<file path="config.mk">
export PLATFORM = sky130hd
export DESIGN_NAME = mmio_button_led_hub
export DESIGN_NICKNAME = d
export VERILOG_FILES = /design/src/rtl/mmio_button_led_hub.sv
export SDC_FILE = /design/constraint.sdc
export NUM_CORES = 1
export LEC_CHECK = 0
export ABC_CLOCK_PERIOD_IN_PS = 6450
export BUFFER_PORTS_ARGS = -buffer_cell sky130_fd_sc_hd__buf_2
export CAP_MARGIN = 5
export CORE_ASPECT_RATIO = 1.5
export CORE_MARGIN = 2
export CORE_UTILIZATION = 49
export CTS_CLUSTER_DIAMETER = 150
export DETAILED_ROUTE_END_ITERATION = 6
export GPL_ROUTABILITY_DRIVEN = 1
export PLACE_DENSITY_LB_ADDON = 0.12
export SLEW_MARGIN = 10
export SYNTH_ARGS = -nofsm -noshare
export SYNTH_HDL_FRONTEND = slang
export SYNTH_SLANG_ARGS = --single-unit
</file>
<file path="constraint.sdc">
create_clock -name clock -period 6.45 [get_ports clock]
set_clock_uncertainty 0.15 [all_clocks]
set_input_delay 1.29 -clock clock [delete_from_list [all_inputs] [get_ports clock]]
set_output_delay 1.29 -clock clock [all_outputs]
set_load 0.05 [all_outputs]
</file>
<file path="src/rtl/mmio_button_led_hub.sv">
// Memory-mapped button/LED hub: per-channel debounce, a button-press event FIFO
// and per-channel LED modes (off, on, one-shot flash, blink).
module mmio_button_led_hub #(
    parameter int          NUM_CH          = 4,
    parameter logic [11:0] BASE_ADDR       = 12'd7,
    parameter int          DEBOUNCE_CYCLES = 500000,
    parameter int          FIFO_DEPTH      = 8,
    parameter int          FLASH_CYCLES    = 12500000
) (
    input  logic              clock,
    input  logic              reset,
    input  logic [11:0]       addr,
    input  logic              wren,
    input  logic              rden,
    input  logic [31:0]       data_in,
    output logic [31:0]       data_out,
    output logic              hit,
    input  logic [NUM_CH-1:0] buttons,
    output logic [NUM_CH-1:0] leds
);

    localparam int DW = (DEBOUNCE_CYCLES > 1) ? $clog2(DEBOUNCE_CYCLES) : 1;
    localparam int FW = (FLASH_CYCLES > 1) ? $clog2(FLASH_CYCLES) : 1;
    localparam int PW = $clog2(FIFO_DEPTH);
    localparam logic [DW-1:0] DEB_MAX   = DW'(DEBOUNCE_CYCLES - 1);
    localparam logic [FW-1:0] FLASH_MAX = FW'(FLASH_CYCLES - 1);

    typedef enum logic {IDLE = 1'b0, TIMED = 1'b1} led_state_t;

    logic [11:0] offset;
    logic        sel_event, sel_led, sel_status, sel_flush;
    logic        led_wr, flush, status_rd, pop_req;
    logic        unused_bits;

    assign offset      = addr - BASE_ADDR;
    assign hit         = (offset < 12'd4);
    assign sel_event   = hit && (offset[1:0] == 2'd0);
    assign sel_led     = hit && (offset[1:0] == 2'd1);
    assign sel_status  = hit && (offset[1:0] == 2'd2);
    assign sel_flush   = hit && (offset[1:0] == 2'd3);
    assign led_wr      = wren && sel_led && (data_in[7:0] < 8'(NUM_CH));
    assign flush       = wren && sel_flush;
    assign status_rd   = rden && !wren && sel_status;
    assign unused_bits = ^data_in[31:10];

    logic [NUM_CH-1:0]         sync1, sync2, deb, armed, rise;
    logic [1:0]                sync_fill;
    logic [NUM_CH-1:0][DW-1:0] db_cnt;

    // A channel is armed only once it has been seen released after reset, so a
    // button held through reset cannot raise an event.
    always_ff @(posedge clock or negedge reset) begin
        if (!reset) begin
            sync1     <= '0;
            sync2     <= '0;
            sync_fill <= '0;
            deb       <= '0;
            armed     <= '0;
            db_cnt    <= '0;
        end else begin
            sync1     <= buttons;
            sync2     <= sync1;
            sync_fill <= {sync_fill[0], 1'b1};
            for (int i = 0; i < NUM_CH; i++) begin
                if (sync_fill[1] && !sync2[i])
                    armed[i] <= 1'b1;
                if (sync2[i] == deb[i]) begin
                    db_cnt[i] <= '0;
                end else if (db_cnt[i] == DEB_MAX) begin
                    deb[i]    <= sync2[i];
                    db_cnt[i] <= '0;
                end else begin
                    db_cnt[i] <= db_cnt[i] + DW'(1);
                end
            end
        end
    end

    always_comb begin
        rise = '0;
        for (int i = 0; i < NUM_CH; i++)
            rise[i] = armed[i] && sync2[i] && !deb[i] && (db_cnt[i] == DEB_MAX);
    end

    logic [NUM_CH-1:0] pending, grant_mask;
    logic              grant_any;
    logic [7:0]        grant_ch;
    logic [7:0]        fifo_mem [FIFO_DEPTH];
    logic [PW-1:0]     wr_ptr, rd_ptr;
    logic [7:0]        count;
    logic              overflow, empty, full, do_push, do_pop, drop;

    always_comb begin
        grant_any  = 1'b0;
        grant_ch   = '0;
        grant_mask = '0;
        for (int i = 0; i < NUM_CH; i++) begin
            if (pending[i] && !grant_any) begin
                grant_any     = 1'b1;
                grant_ch      = 8'(i);
                grant_mask[i] = 1'b1;
            end
        end
    end

    assign empty   = (count == 8'd0);
    assign full    = (count == 8'(FIFO_DEPTH));
    assign pop_req = rden && !wren && sel_event && !empty;
    assign do_pop  = pop_req;
    assign do_push = grant_any && !flush && (!full || do_pop);
    assign drop    = grant_any && !flush && full && !do_pop;

    // The granted channel leaves the pending set whether it was stored or dropped.
    always_ff @(posedge clock or negedge reset) begin
        if (!reset) begin
            pending  <= '0;
            wr_ptr   <= '0;
            rd_ptr   <= '0;
            count    <= '0;
            overflow <= 1'b0;
        end else if (flush) begin
            pending  <= '0;
            wr_ptr   <= '0;
            rd_ptr   <= '0;
            count    <= '0;
            overflow <= 1'b0;
        end else begin
            pending <= (pending & ~grant_mask) | rise;
            if (do_push)
                wr_ptr <= wr_ptr + PW'(1);
            if (do_pop)
                rd_ptr <= rd_ptr + PW'(1);
            if (do_push && !do_pop)
                count <= count + 8'd1;
            else if (do_pop && !do_push)
                count <= count - 8'd1;
            if (drop)
                overflow <= 1'b1;
            else if (status_rd)
                overflow <= 1'b0;
        end
    end

    always_ff @(posedge clock) begin
        if (do_push)
            fifo_mem[wr_ptr] <= grant_ch;
    end

    logic [7:0] deb_ext;

    always_comb begin
        deb_ext             = '0;
        deb_ext[NUM_CH-1:0] = deb;
        data_out            = '0;
        if (sel_event && !empty)
            data_out = {1'b1, 23'b0, fifo_mem[rd_ptr]};
        else if (sel_status)
            data_out = {15'b0, overflow, deb_ext, count};
    end

    led_state_t [NUM_CH-1:0]   led_state, led_state_nx;
    logic [NUM_CH-1:0][FW-1:0] led_cnt, led_cnt_nx;
    logic [NUM_CH-1:0]         blink, blink_nx, led_nx;

    always_ff @(posedge clock or negedge reset) begin
        if (!reset) begin
            for (int i = 0; i < NUM_CH; i++)
                led_state[i] <= IDLE;
            led_cnt <= '0;
            blink   <= '0;
            leds    <= '0;
        end else begin
            led_state <= led_state_nx;
            led_cnt   <= led_cnt_nx;
            blink     <= blink_nx;
            leds      <= led_nx;
        end
    end

    // A write to a channel always reloads its timer; TIMED expiry either ends a
    // flash or toggles a blink.
    always_comb begin
        led_state_nx = led_state;
        led_cnt_nx   = led_cnt;
        blink_nx     = blink;
        led_nx       = leds;
        for (int i = 0; i < NUM_CH; i++) begin
            if (led_wr && (data_in[7:0] == 8'(i))) begin
                led_cnt_nx[i] = FLASH_MAX;
                blink_nx[i]   = data_in[8];
                case (data_in[9:8])
                    2'b00: begin led_nx[i] = 1'b0; led_state_nx[i] = IDLE;  end
                    2'b01: begin led_nx[i] = 1'b1; led_state_nx[i] = IDLE;  end
                    default: begin led_nx[i] = 1'b1; led_state_nx[i] = TIMED; end
                endcase
            end else if (led_state[i] == TIMED) begin
                if (led_cnt[i] == '0) begin
                    if (blink[i]) begin
                        led_nx[i]     = !leds[i];
                        led_cnt_nx[i] = FLASH_MAX;
                    end else begin
                        led_nx[i]       = 1'b0;
                        led_state_nx[i] = IDLE;
                    end
                end else begin
                    led_cnt_nx[i] = led_cnt[i] - FW'(1);
                end
            end
        end
    end

endmodule
</file>
==> results.txt <==
The flow ran to the end, and the final reports show no timing, DRC or antenna violations. Library cell occupying the most area in the post-synthesis netlist: sky130_fd_sc_hd__dfrtp_1. Number of placement rows: 72. The number of buffers inserted by hold repair at cts was 0; the post-route DRC violation count was 0. Leakage power total: 5.489 nW. The clock passes through at most 3 buffers. By area the synthesized netlist is led by sky130_fd_sc_hd__dfrtp_1 (43%), sky130_fd_sc_hd__xnor2_1 (5.3%), sky130_fd_sc_hd__nor2_1 (5.0%), sky130_fd_sc_hd__edfxtp_1 (3.8%), sky130_fd_sc_hd__nand2_1 (3.7%). The number of antenna diodes in the final layout is 0. After synthesis, the mean cell area works out to 9.764 sq um.

The classification of the worst-slack hold path was reg2reg. Setup repair after global routing left no endpoint under its margin. The number of I/O pins is 89, and the accumulated negative setup slack is 0 ps. Detailed routing inserted a total of 9570 vias. With fillers left out, the area of the finished cells amounts to 14080 sq um.

The master cell of the clock root buffer is sky130_fd_sc_hd__clkbuf_16. In the routed layout, each cell is associated on average with a via count of 5.636. For the total count of max-transition violations in the final report, the log shows 0.

Hold timing on the final database bottoms out at a slack of 197.5 ps. The post-synthesis sequential area ratio is 47.07%. The number of standard cells in the final layout excluding fillers was 1698; the filler cell count in the final layout was 2333. The setup slack after placement is 1490 ps. The setup path with the least slack is of type in2out. The type of origin of the critical path was an input pin.

The area occupied by registers came out at 6011 sq um. The number of enable flip-flop cells after synthesis is 16, and the maximum ir drop on the vdd rail is 216.7 uV. The number of levels the H-tree was split into was 1. The area added between synthesis and finish is 10.24%. The synthesized netlist contains 79 unique library cells.

The final antenna-violating net count was 0. Cells with a size suffix above 1 make up 12.16% of the layout. For this block, the initial DRC count from the detailed router was 451. After clock tree synthesis, the setup repair step added 0 buffers. The per-cell routed wire length was 15.36 um; the via count of the first global-routing pass was 9499. Max-cap violations in this run came to 0. The number of clock buffers inserted by TritonCTS was 24. The final critical path takes up 69.79% of the cycle. TritonCTS built the clock tree. The overall die area came out at 27400 sq um. The half-perimeter wire length after detailed placement is 17880 um. The share of synthesized registers carrying an async set or reset works out to 93.25%. Worst-skew pair later-pin latency: 520 ps. For this configuration, the core starts out at a cell density of 49.74%.

The top routing layer in use was met4. The die is 135.8 um wide. The number of search-and-repair iterations in the first detailed-routing pass came out at 5. After synthesis, the largest area contributor takes up 43.30% of total cell area. The Yosys warning count is 0. The area of the mapped netlist was 12770 sq um. The number of port buffers works out to 48. The slack of the critical path is 1949 ps, and the instance count after placement with tap cells included is 1654. The met1 layer wirelength in the final routing was 11150 um; the final-report hold violation count was 0. The met2 wire length came out at 13400 um. The all-layer global routing usage was 19.78%; the footprint of the multi-input gates was 6369 sq um. In the synthesized netlist the dominant register cell turns out to be sky130_fd_sc_hd__dfrtp_1. The first global-routing pass estimated 45350 um of wire. The instance count along the most critical hold path is 0. At the end of routability-driven placement, the weighted congestion stood at 0.8105.

After floorplanning, the core was sized to cover 25670 sq um. Number of cells on the worst reg-to-reg path: 12. For the pin with the worst max-slew slack, the measured transition is 948.9 ps.

Entering global routing, the biggest net connects 163 pins. Data arrives at the worst endpoint at 3060 ps. After detailed placement, the total cell area comes to 13260 sq um. The total of cells resized after clock tree synthesis was 0; the power per cell area was 220.9 nW/um^2.

Summed over all nets, wire length on met3 after detailed routing comes to 1024 um. Measured against its own limit, the worst slew margin works out to 36.15%. Synthesis produced a netlist whose cell count is 1308. The run gives 2590 ps as the reg2reg setup slack. The initial antenna violation count is 0, and the clock slew seen by the registers of the worst setup and hold paths is 60 ps. Total wirelength of the detailed-routed design: 26080 um. For the clock sink count, the log shows 237. The category of the worst setup path capture point is an output port.

Of all nets on the critical path, the largest fanout is 15. Setup violations remaining at the end of the flow were counted as 0. The height of the die came out at 201.7 um. Static timing analysis puts the maximum clock frequency at 222.2 MHz. The tools report the required time of the critical path as 5010 ps. The time the final worst path needs with I/O delays and setup is 4501 ps, and the leftover overflow at the end of global routing is 0. The synthesized flop and latch total is 237, and the final net count is 1420.
[cell usage in the layout (no fill, tap or decap), drive strengths merged, types with 14 or more instances in the layout]
master     n
xnor2     78
nor2     169
and2      20
ha        20
a21oi     41
nand3     61
dfrtp    221
nor4      34
and3      19
o21ai     48
buf       58
nand4     21
or2       14
nor3      41
edfxtp    16
or4       16
nand2    127
clkbuf    34
inv       34
xor2      46
a2111oi   21
or3       31
conb      19
[sequential cells by signal, indices dropped and copies added (netlist names)]
signal     cells
armed          4
blink          4
count          8
db_cnt        76
deb            4
fifo_mem      16
led_cnt       96
led_state      4
leds           4
overflow       1
pending        4
rd_ptr         3
sync1          4
sync2          4
sync_fill      2
wr_ptr         3
[metal layers]
layer	track usage (%)	vias to the layer above
met5	0	-
met4	4.762	0
met3	2.620	39
met2	35.73	139
met1	24.86	4692
li1	-	4700
[area by class of cell]
type	count	share of cell area, %
clock buffer	34	4.897
clock inverter	10	0.9065
inverter	34	0.9065
multi-input combinational	992	45.24
sequential	237	42.69
tap	333	2.959
timing repair buffer	58	2.400
[stage by stage]
stage	util, %	power [W]
floorplan	-	0.001643
global placement	51.63	0.001689
detailed placement	51.63	0.001690
CTS	54.81	0.003159
global route	54.83	0.003233
finish	54.83	0.003110
[critical path, cell delays in order]
cell and delay, ps:
sky130_fd_sc_hd__buf_2 130, sky130_fd_sc_hd__and2_1 170, sky130_fd_sc_hd__mux2_2 490, sky130_fd_sc_hd__nor4_2 280
sky130_fd_sc_hd__buf_4 230, sky130_fd_sc_hd__and2_1 190, sky130_fd_sc_hd__buf_2 280
[report_power, final]
part | leakage, nW | internal [W] | switching, W | total, W
clock network | 0.403 | 0.000865 | 0.000586 | 0.00145
registers | 2.81 | 0.00152 | 0.0000216 | 0.00154
logic | 2.28 | 0.0000319 | 0.0000859 | 0.000118
[kinds of logic after synthesis]
family / Yosys count / share of synthesized area [%]
XOR/XNOR: 124 / 8.504
adder cells (fa/ha/maj): 21 / 2.116
multiplexers: 25 / 2.459
flip-flops: 237 / 47.07
AO/OA/AOI/OAI: 188 / 11.30
AND/OR/NAND/NOR: 615 / 24.66
other: 2 / 0.05881
buffers and inverters: 96 / 3.840
[synthesized netlist by cell type (all sizes together) (11+ instances only)]
library cell  number
a2111oi           21
a21oi             41
and2              20
and3              19
buf               35
clkbuf            27
dfrtp            221
edfxtp            16
ha                20
inv               34
mux2i             13
nand2            127
nand2b            11
nand3             61
nand4             21
nor2             169
nor2b             13
nor3              41
nor4              34
o21ai             48
or2               14
or3               31
or4               16
xnor2             78
xor2              46
[path summary, 6_finish.rpt]
path / from / endpoint
setup / recovery: addr[1] / data_out[6]
hold / removal: sync1[2]$_DFF_PN0_ / sync2[2]$_DFF_PN0_
setup reg to reg: count[5]$_DFFE_PN0P_ / count[7]$_DFFE_PN0P_
hold reg to reg: sync1[2]$_DFF_PN0_ / sync2[2]$_DFF_PN0_
max in group asynchronous: reset / led_cnt[18]$_DFFE_PN0P_
min in group asynchronous: reset / db_cnt[69]$_DFF_PN0_
Power figures use the tool's default switching activity.
